### src/rtl/csel_addsub_pipe.sv
// rtl/csel_addsub_pipe.sv - parametrised pipelined carry-select adder/subtractor
// Input register, then NSTG segments of carry-select blocks, each closed by a register.
module csel_addsub_pipe #(
   parameter int WIDTH = 32,
   parameter int BLK   = 8,
   parameter int NSTG  = 1
) (
   input  logic             clk,
   input  logic             rst_n,
   input  logic             in_valid,
   input  logic             op,
   input  logic [WIDTH-1:0] inA,
   input  logic [WIDTH-1:0] inB,
   input  logic             ci,
   output logic             out_valid,
   output logic [WIDTH-1:0] out,
   output logic             co,
   output logic             ovf,
   output logic             zero
);
   localparam int BLK_S = (BLK < 1) ? 1 : BLK;
   localparam int NBLK  = WIDTH / BLK_S;
   localparam int NS    = (NSTG < 1) ? 1 : NSTG;
   localparam int BASE  = NBLK / NS;
   localparam int EXTRA = NBLK % NS;
   localparam bit LEGAL = (BLK >= 1) && (WIDTH >= BLK_S) && ((WIDTH % BLK_S) == 0) &&
                          (NSTG >= 1) && (NSTG <= NBLK);

   if (!LEGAL) begin : g_illegal
      $error("csel_addsub_pipe: illegal WIDTH/BLK/NSTG combination");
   end

   // First block of segment s; earlier segments absorb the remainder blocks.
   function automatic int seg_lo(input int s);
      return s * BASE + ((s < EXTRA) ? s : EXTRA);
   endfunction

   // Index 0 is the input register; index s>0 is the boundary in front of segment s.
   logic [WIDTH-1:0] a_r  [NS];
   logic [WIDTH-1:0] b_r  [NS];
   logic [WIDTH-1:0] s_r  [NS];
   logic             c_r  [NS];
   logic             op_r [NS];
   logic             v_r  [NS];

   logic [WIDTH-1:0] b_c  [NS];
   logic [WIDTH-1:0] s_n  [NS];
   logic             c_n  [NS];

   always_comb begin
      logic             carry;
      logic [BLK_S-1:0] ab;
      logic [BLK_S-1:0] bb;
      logic [BLK_S:0]   sum0;
      logic [BLK_S:0]   sum1;
      logic [BLK_S:0]   blk;
      carry = 1'b0;
      ab    = '0;
      bb    = '0;
      sum0  = '0;
      sum1  = '0;
      blk   = '0;
      for (int s = 0; s < NS; s++) begin
         // Subtract is A + ~B + ~ci; later segments already hold the conditioned B.
         if (s == 0) begin
            b_c[s] = op_r[s] ? ~b_r[s] : b_r[s];
            carry  = op_r[s] ^ c_r[s];
         end else begin
            b_c[s] = b_r[s];
            carry  = c_r[s];
         end
         s_n[s] = s_r[s];
         for (int j = seg_lo(s); j < seg_lo(s + 1); j++) begin
            ab   = a_r[s][j*BLK_S +: BLK_S];
            bb   = b_c[s][j*BLK_S +: BLK_S];
            sum0 = {1'b0, ab} + {1'b0, bb};
            sum1 = sum0 + {{BLK_S{1'b0}}, 1'b1};
            if (j == 0)
               blk = sum0 + {{BLK_S{1'b0}}, carry};
            else
               blk = carry ? sum1 : sum0;
            s_n[s][j*BLK_S +: BLK_S] = blk[BLK_S-1:0];
            carry = blk[BLK_S];
         end
         c_n[s] = carry;
      end
   end

   always_ff @(posedge clk or negedge rst_n) begin
      if (!rst_n) begin
         for (int s = 0; s < NS; s++) begin
            a_r[s]  <= '0;
            b_r[s]  <= '0;
            s_r[s]  <= '0;
            c_r[s]  <= 1'b0;
            op_r[s] <= 1'b0;
            v_r[s]  <= 1'b0;
         end
         out_valid <= 1'b0;
         out       <= '0;
         co        <= 1'b0;
         ovf       <= 1'b0;
         zero      <= 1'b0;
      end else begin
         a_r[0]  <= inA;
         b_r[0]  <= inB;
         s_r[0]  <= '0;
         c_r[0]  <= ci;
         op_r[0] <= op;
         v_r[0]  <= in_valid;
         for (int s = 1; s < NS; s++) begin
            a_r[s]  <= a_r[s-1];
            b_r[s]  <= b_c[s-1];
            s_r[s]  <= s_n[s-1];
            c_r[s]  <= c_n[s-1];
            op_r[s] <= op_r[s-1];
            v_r[s]  <= v_r[s-1];
         end
         out       <= s_n[NS-1];
         co        <= op_r[NS-1] ^ c_n[NS-1];
         // With B already conditioned, add and subtract share one overflow rule.
         ovf       <= (a_r[NS-1][WIDTH-1] == b_c[NS-1][WIDTH-1]) &&
                      (s_n[NS-1][WIDTH-1] != a_r[NS-1][WIDTH-1]);
         zero      <= ~|s_n[NS-1];
         out_valid <= v_r[NS-1];
      end
   end
endmodule

### config.mk
export PLATFORM = sky130hd
export DESIGN_NAME = csel_addsub_pipe
export DESIGN_NICKNAME = d
export VERILOG_FILES = /design/src/rtl/csel_addsub_pipe.sv
export SDC_FILE = /design/constraint.sdc
export NUM_CORES = 1
export LEC_CHECK = 0
export BUFFER_PORTS_ARGS = -buffer_cell sky130_fd_sc_hd__clkbuf_2
export CAP_MARGIN = 15
export CORE_MARGIN = 8
export CORE_UTILIZATION = 30
export CTS_CLUSTER_SIZE = 16
export DETAILED_ROUTE_END_ITERATION = 7
export GPL_ROUTABILITY_DRIVEN = 0
export SLEW_MARGIN = 15
export SYNTH_ARGS = -nofsm -noshare
export SYNTH_HDL_FRONTEND = slang
export SYNTH_SLANG_ARGS = --single-unit
### constraint.sdc
create_clock -name clk -period 12.6 [get_ports clk]
set_input_delay 2.52 -clock clk [delete_from_list [all_inputs] [get_ports clk]]
set_output_delay 2.52 -clock clk [all_outputs]
set_load 0.01 [all_outputs]
==> results.sh <==
export IMPL_place_area_mm2=0.00618
export IMPL_worst_setup_path_end_kind="flip-flop"
export IMPL_avgRoutedWirePerCell_um=15.4
export IMPL_ys_flop_type="dfrtp_1"
export IMPL_fin_area_mm2=0.00647
export IMPL_cap_violations=0
export IMPL_die_h_um=150
export IMPL_cp_start_kind="flip-flop"
export IMPL_cp_depth=15
export IMPL_hold_viol=0
export IMPL_synthTopCellsByArea="dfrtp_1 (48%), ha_1 (8.3%), xor2_1 (6.8%)"
export IMPL_reg2regPathDepth=15
export IMPL_clockRootBuffer="clkbuf_16"
export IMPL_port_buffers=104
export IMPL_post_cts_setup_buffers=0
export IMPL_slew_headroom_pct=42.0
export IMPL_hold_buffers=0
export IMPL_synth_edf_count=0
export IMPL_nets=680
export IMPL_cts_clk_slew_worst_paths_ns=0.07
export IMPL_cts_resized=0
export IMPL_critPathKind="flip-flop to flip-flop"
export IMPL_crit_chain="buf_4, xnor2_1, fa_1, inv_1, fa_1, a21oi_1, o22ai_2, o22ai_2, nor3_1, or4b_2, o21ai_0, a211oi_1, xnor2_1, or4_4, a2111oi_4"
export IMPL_status="finished, final reports clean"
export IMPL_setup_tns_ns=0
export IMPL_async_flop_share_pct=100
export IMPL_synth_simple_area_share_pct=12.2
export IMPL_synth_xor_area_share_pct=12.8
export IMPL_ys_seq_area_share_pct=47.7
export IMPL_dpl_hpwl_mm=9.84
export IMPL_setup_viol=0
export IMPL_hold_path_depth=0
export IMPL_viasPerCell=4.73
export IMPL_final_common_cell="clkbuf_2"
export IMPL_rsz0062_at_grt="no"
export IMPL_rows=49
export IMPL_numCtsBuffers=9
export IMPL_die_area_mm2=0.0226
export IMPL_synthAdderAreaFrac_pct=10.2
export IMPL_grt_pass1_vias=4118
export IMPL_syn_nets=571
export IMPL_ios=105
export IMPL_start_util_pct=30.3
export IMPL_die_x_um=150
export IMPL_antenna_cells=0
export IMPL_cp_num_buf_inv=2
export IMPL_cp_top_family="simple AND/OR/NAND/NOR gates"
export IMPL_core_area_mm2=0.0178
export IMPL_tightest_slew_ns=0.865
export IMPL_drt_iter0_drc=189
export IMPL_grtUsageTotal_pct=11.6
export IMPL_max_stage_delay_ns=0.63
export IMPL_drive_gt1_share_pct=28.3
export IMPL_muxShareOfSynthArea_pct=1.44
export IMPL_max_freq_mhz=207
export IMPL_grt_max_degree=60
export IMPL_cts_tree="built"
export IMPL_dr_pass1_iters=4
export IMPL_slowest_stage="or4b_2"
export IMPL_cts_sinks=103
export IMPL_min_path_type="flip-flop to flip-flop"
export IMPL_period_needed_ns=4.82
export IMPL_leakage_nw=2.92
export IMPL_cts_htree_levels=3
export IMPL_post_route_period_util_pct=38.3
export IMPL_overflow=0
export IMPL_synthesis_area_mm2=0.00541
export IMPL_layout_common_cells="clkbuf_2 (103), dfrtp_1 (102), xor2_1 (42)"
export IMPL_ys_warnings_count=0
export IMPL_crit_arrival_ns=5.07
export IMPL_syn_inst=461
export IMPL_cp_max_fo=34
export IMPL_drtAntennaViolNets=0
export IMPL_drc=0
export IMPL_skew_ns=0.00987
export IMPL_ir_drop_mv=0.0627
export IMPL_yosys_area_top_type="dfrtp_1"
export IMPL_power_total_w=0.000988
export IMPL_synth_top_area_share_pct=47.7
export IMPL_synth_area_per_cell_um2=11.7
export IMPL_area_growth_pct=19.7
export IMPL_vias=3802
export IMPL_clk_path_buf_depth=2
export IMPL_synth_top_family_by_area="compound AO/OA/AOI/OAI gates"
export IMPL_finalMaxSlewViolations=0
export IMPL_layout_setup_ws_ns=7.78
export IMPL_synth_seq_cells=103
export IMPL_required_ns=12.85
export IMPL_clk_latency_ns=0.36
export IMPL_grt_antenna_before_repair=0
export IMPL_powerDensity_mw_per_mm2=153
export IMPL_wl_mm=12.4
export IMPL_yosys_cell_types_count=80
export IMPL_post_place_ws_ns=7.80
export IMPL_grt_pass1_wl_mm=20.6
export IMPL_synth_compound_area_share_pct=13.4
kinds of logic after synthesis:
family                     Yosys count
AOI/OAI and AO/OA                   90
xor gates and xnor gates            77
adders and majority gates           41
buffers and inverters               29
DFF                                103
muxes                                7
and+or+nand+nor                    114
worst reg2reg max path: stages, from the launching register on:
cell	delay, ns
dfrtp_2	0.34
buf_4	0.48
xnor2_1	0.19
fa_1	0.43
inv_1	0.08
fa_1	0.20
a21oi_1	0.10
o22ai_2	0.25
o22ai_2	0.16
nor3_1	0.58
or4b_2	0.63
o21ai_0	0.09
a211oi_1	0.10
xnor2_1	0.16
or4_4	0.56
a2111oi_4	0.34
layout make-up:
| type | count | area [µm²] |
|---|---|---|
| clock buffers | 9 | 225 |
| clock inverters | 7 | 62.6 |
| fillers | 1746 | 11400 |
| inverters | 21 | 78.8 |
| multi-input cells | 329 | 2700 |
| flip-flops and latches | 103 | 2580 |
| well taps | 229 | 287 |
| repair buffers | 106 | 538 |
path summary, 6_finish.rpt:
check	from	to	slack (ns)
worst max-delay path	op_r$_DFF_PN0_	zero$_DFF_PN0_	7.78
worst min-delay path	v_r$_DFF_PN0_	out_valid$_DFF_PN0_	0.35
worst max register to register	op_r$_DFF_PN0_	zero$_DFF_PN0_	7.78
worst min register to register	v_r$_DFF_PN0_	out_valid$_DFF_PN0_	0.35
max in group asynchronous	rst_n	op_r$_DFF_PN0_	9.27
min in group asynchronous	rst_n	a_r[22]$_DFF_PN0_	2.16
through the flow:
step | util, % | hold slack (ns) | cells
finish | 36.3 | 0.352 | 804
global route | 36.3 | 0.372 | 804
CTS | 36.3 | 0.356 | 804
detailed placement | 34.7 | 0.340 | 788
global placement | 34.7 | 0.340 | 788
floorplan | - | 0.331 | 461
power by group:
part	internal, W	total (W)	leakage [nW]	switching [W]
clock network	0.000139	0.000271	0.144	0.000132
registers	0.000378	0.000396	1.20	0.0000189
logic	0.000132	0.000321	1.58	0.000189
Yosys cell counts, types with 5 or more instances:
cell,n
xnor2_1,33
inv_1,20
a211o_1,5
o21bai_1,5
nand3_1,10
xor2_1,42
ha_1,36
o21a_1,6
nor4_1,5
a21oi_1,18
a21o_1,7
nor2_1,26
nor3_1,14
o21ai_0,9
dfrtp_1,103
nand2_1,14
nand4_1,5
mux2_2,6
fa_1,5
state kept, by name, summed over array words and instances (netlist names):
signal,flops
a_r,32
b_r,32
c_r,1
ovf,1
zero,1
v_r,1
co,1
op_r,1
out,32
out_valid,1
layer usage:
layer | vias to the layer above | wire length [µm] | track usage, %
met4 | 0 | 170 | 5.45
li1 | 1864 | - | -
met3 | 10 | 484 | 2.55
met5 | - | 0 | 0
met2 | 86 | 6450 | 20.2
met1 | 1842 | 5270 | 13.5
Note: power is estimated with default switching activity, not from simulation.
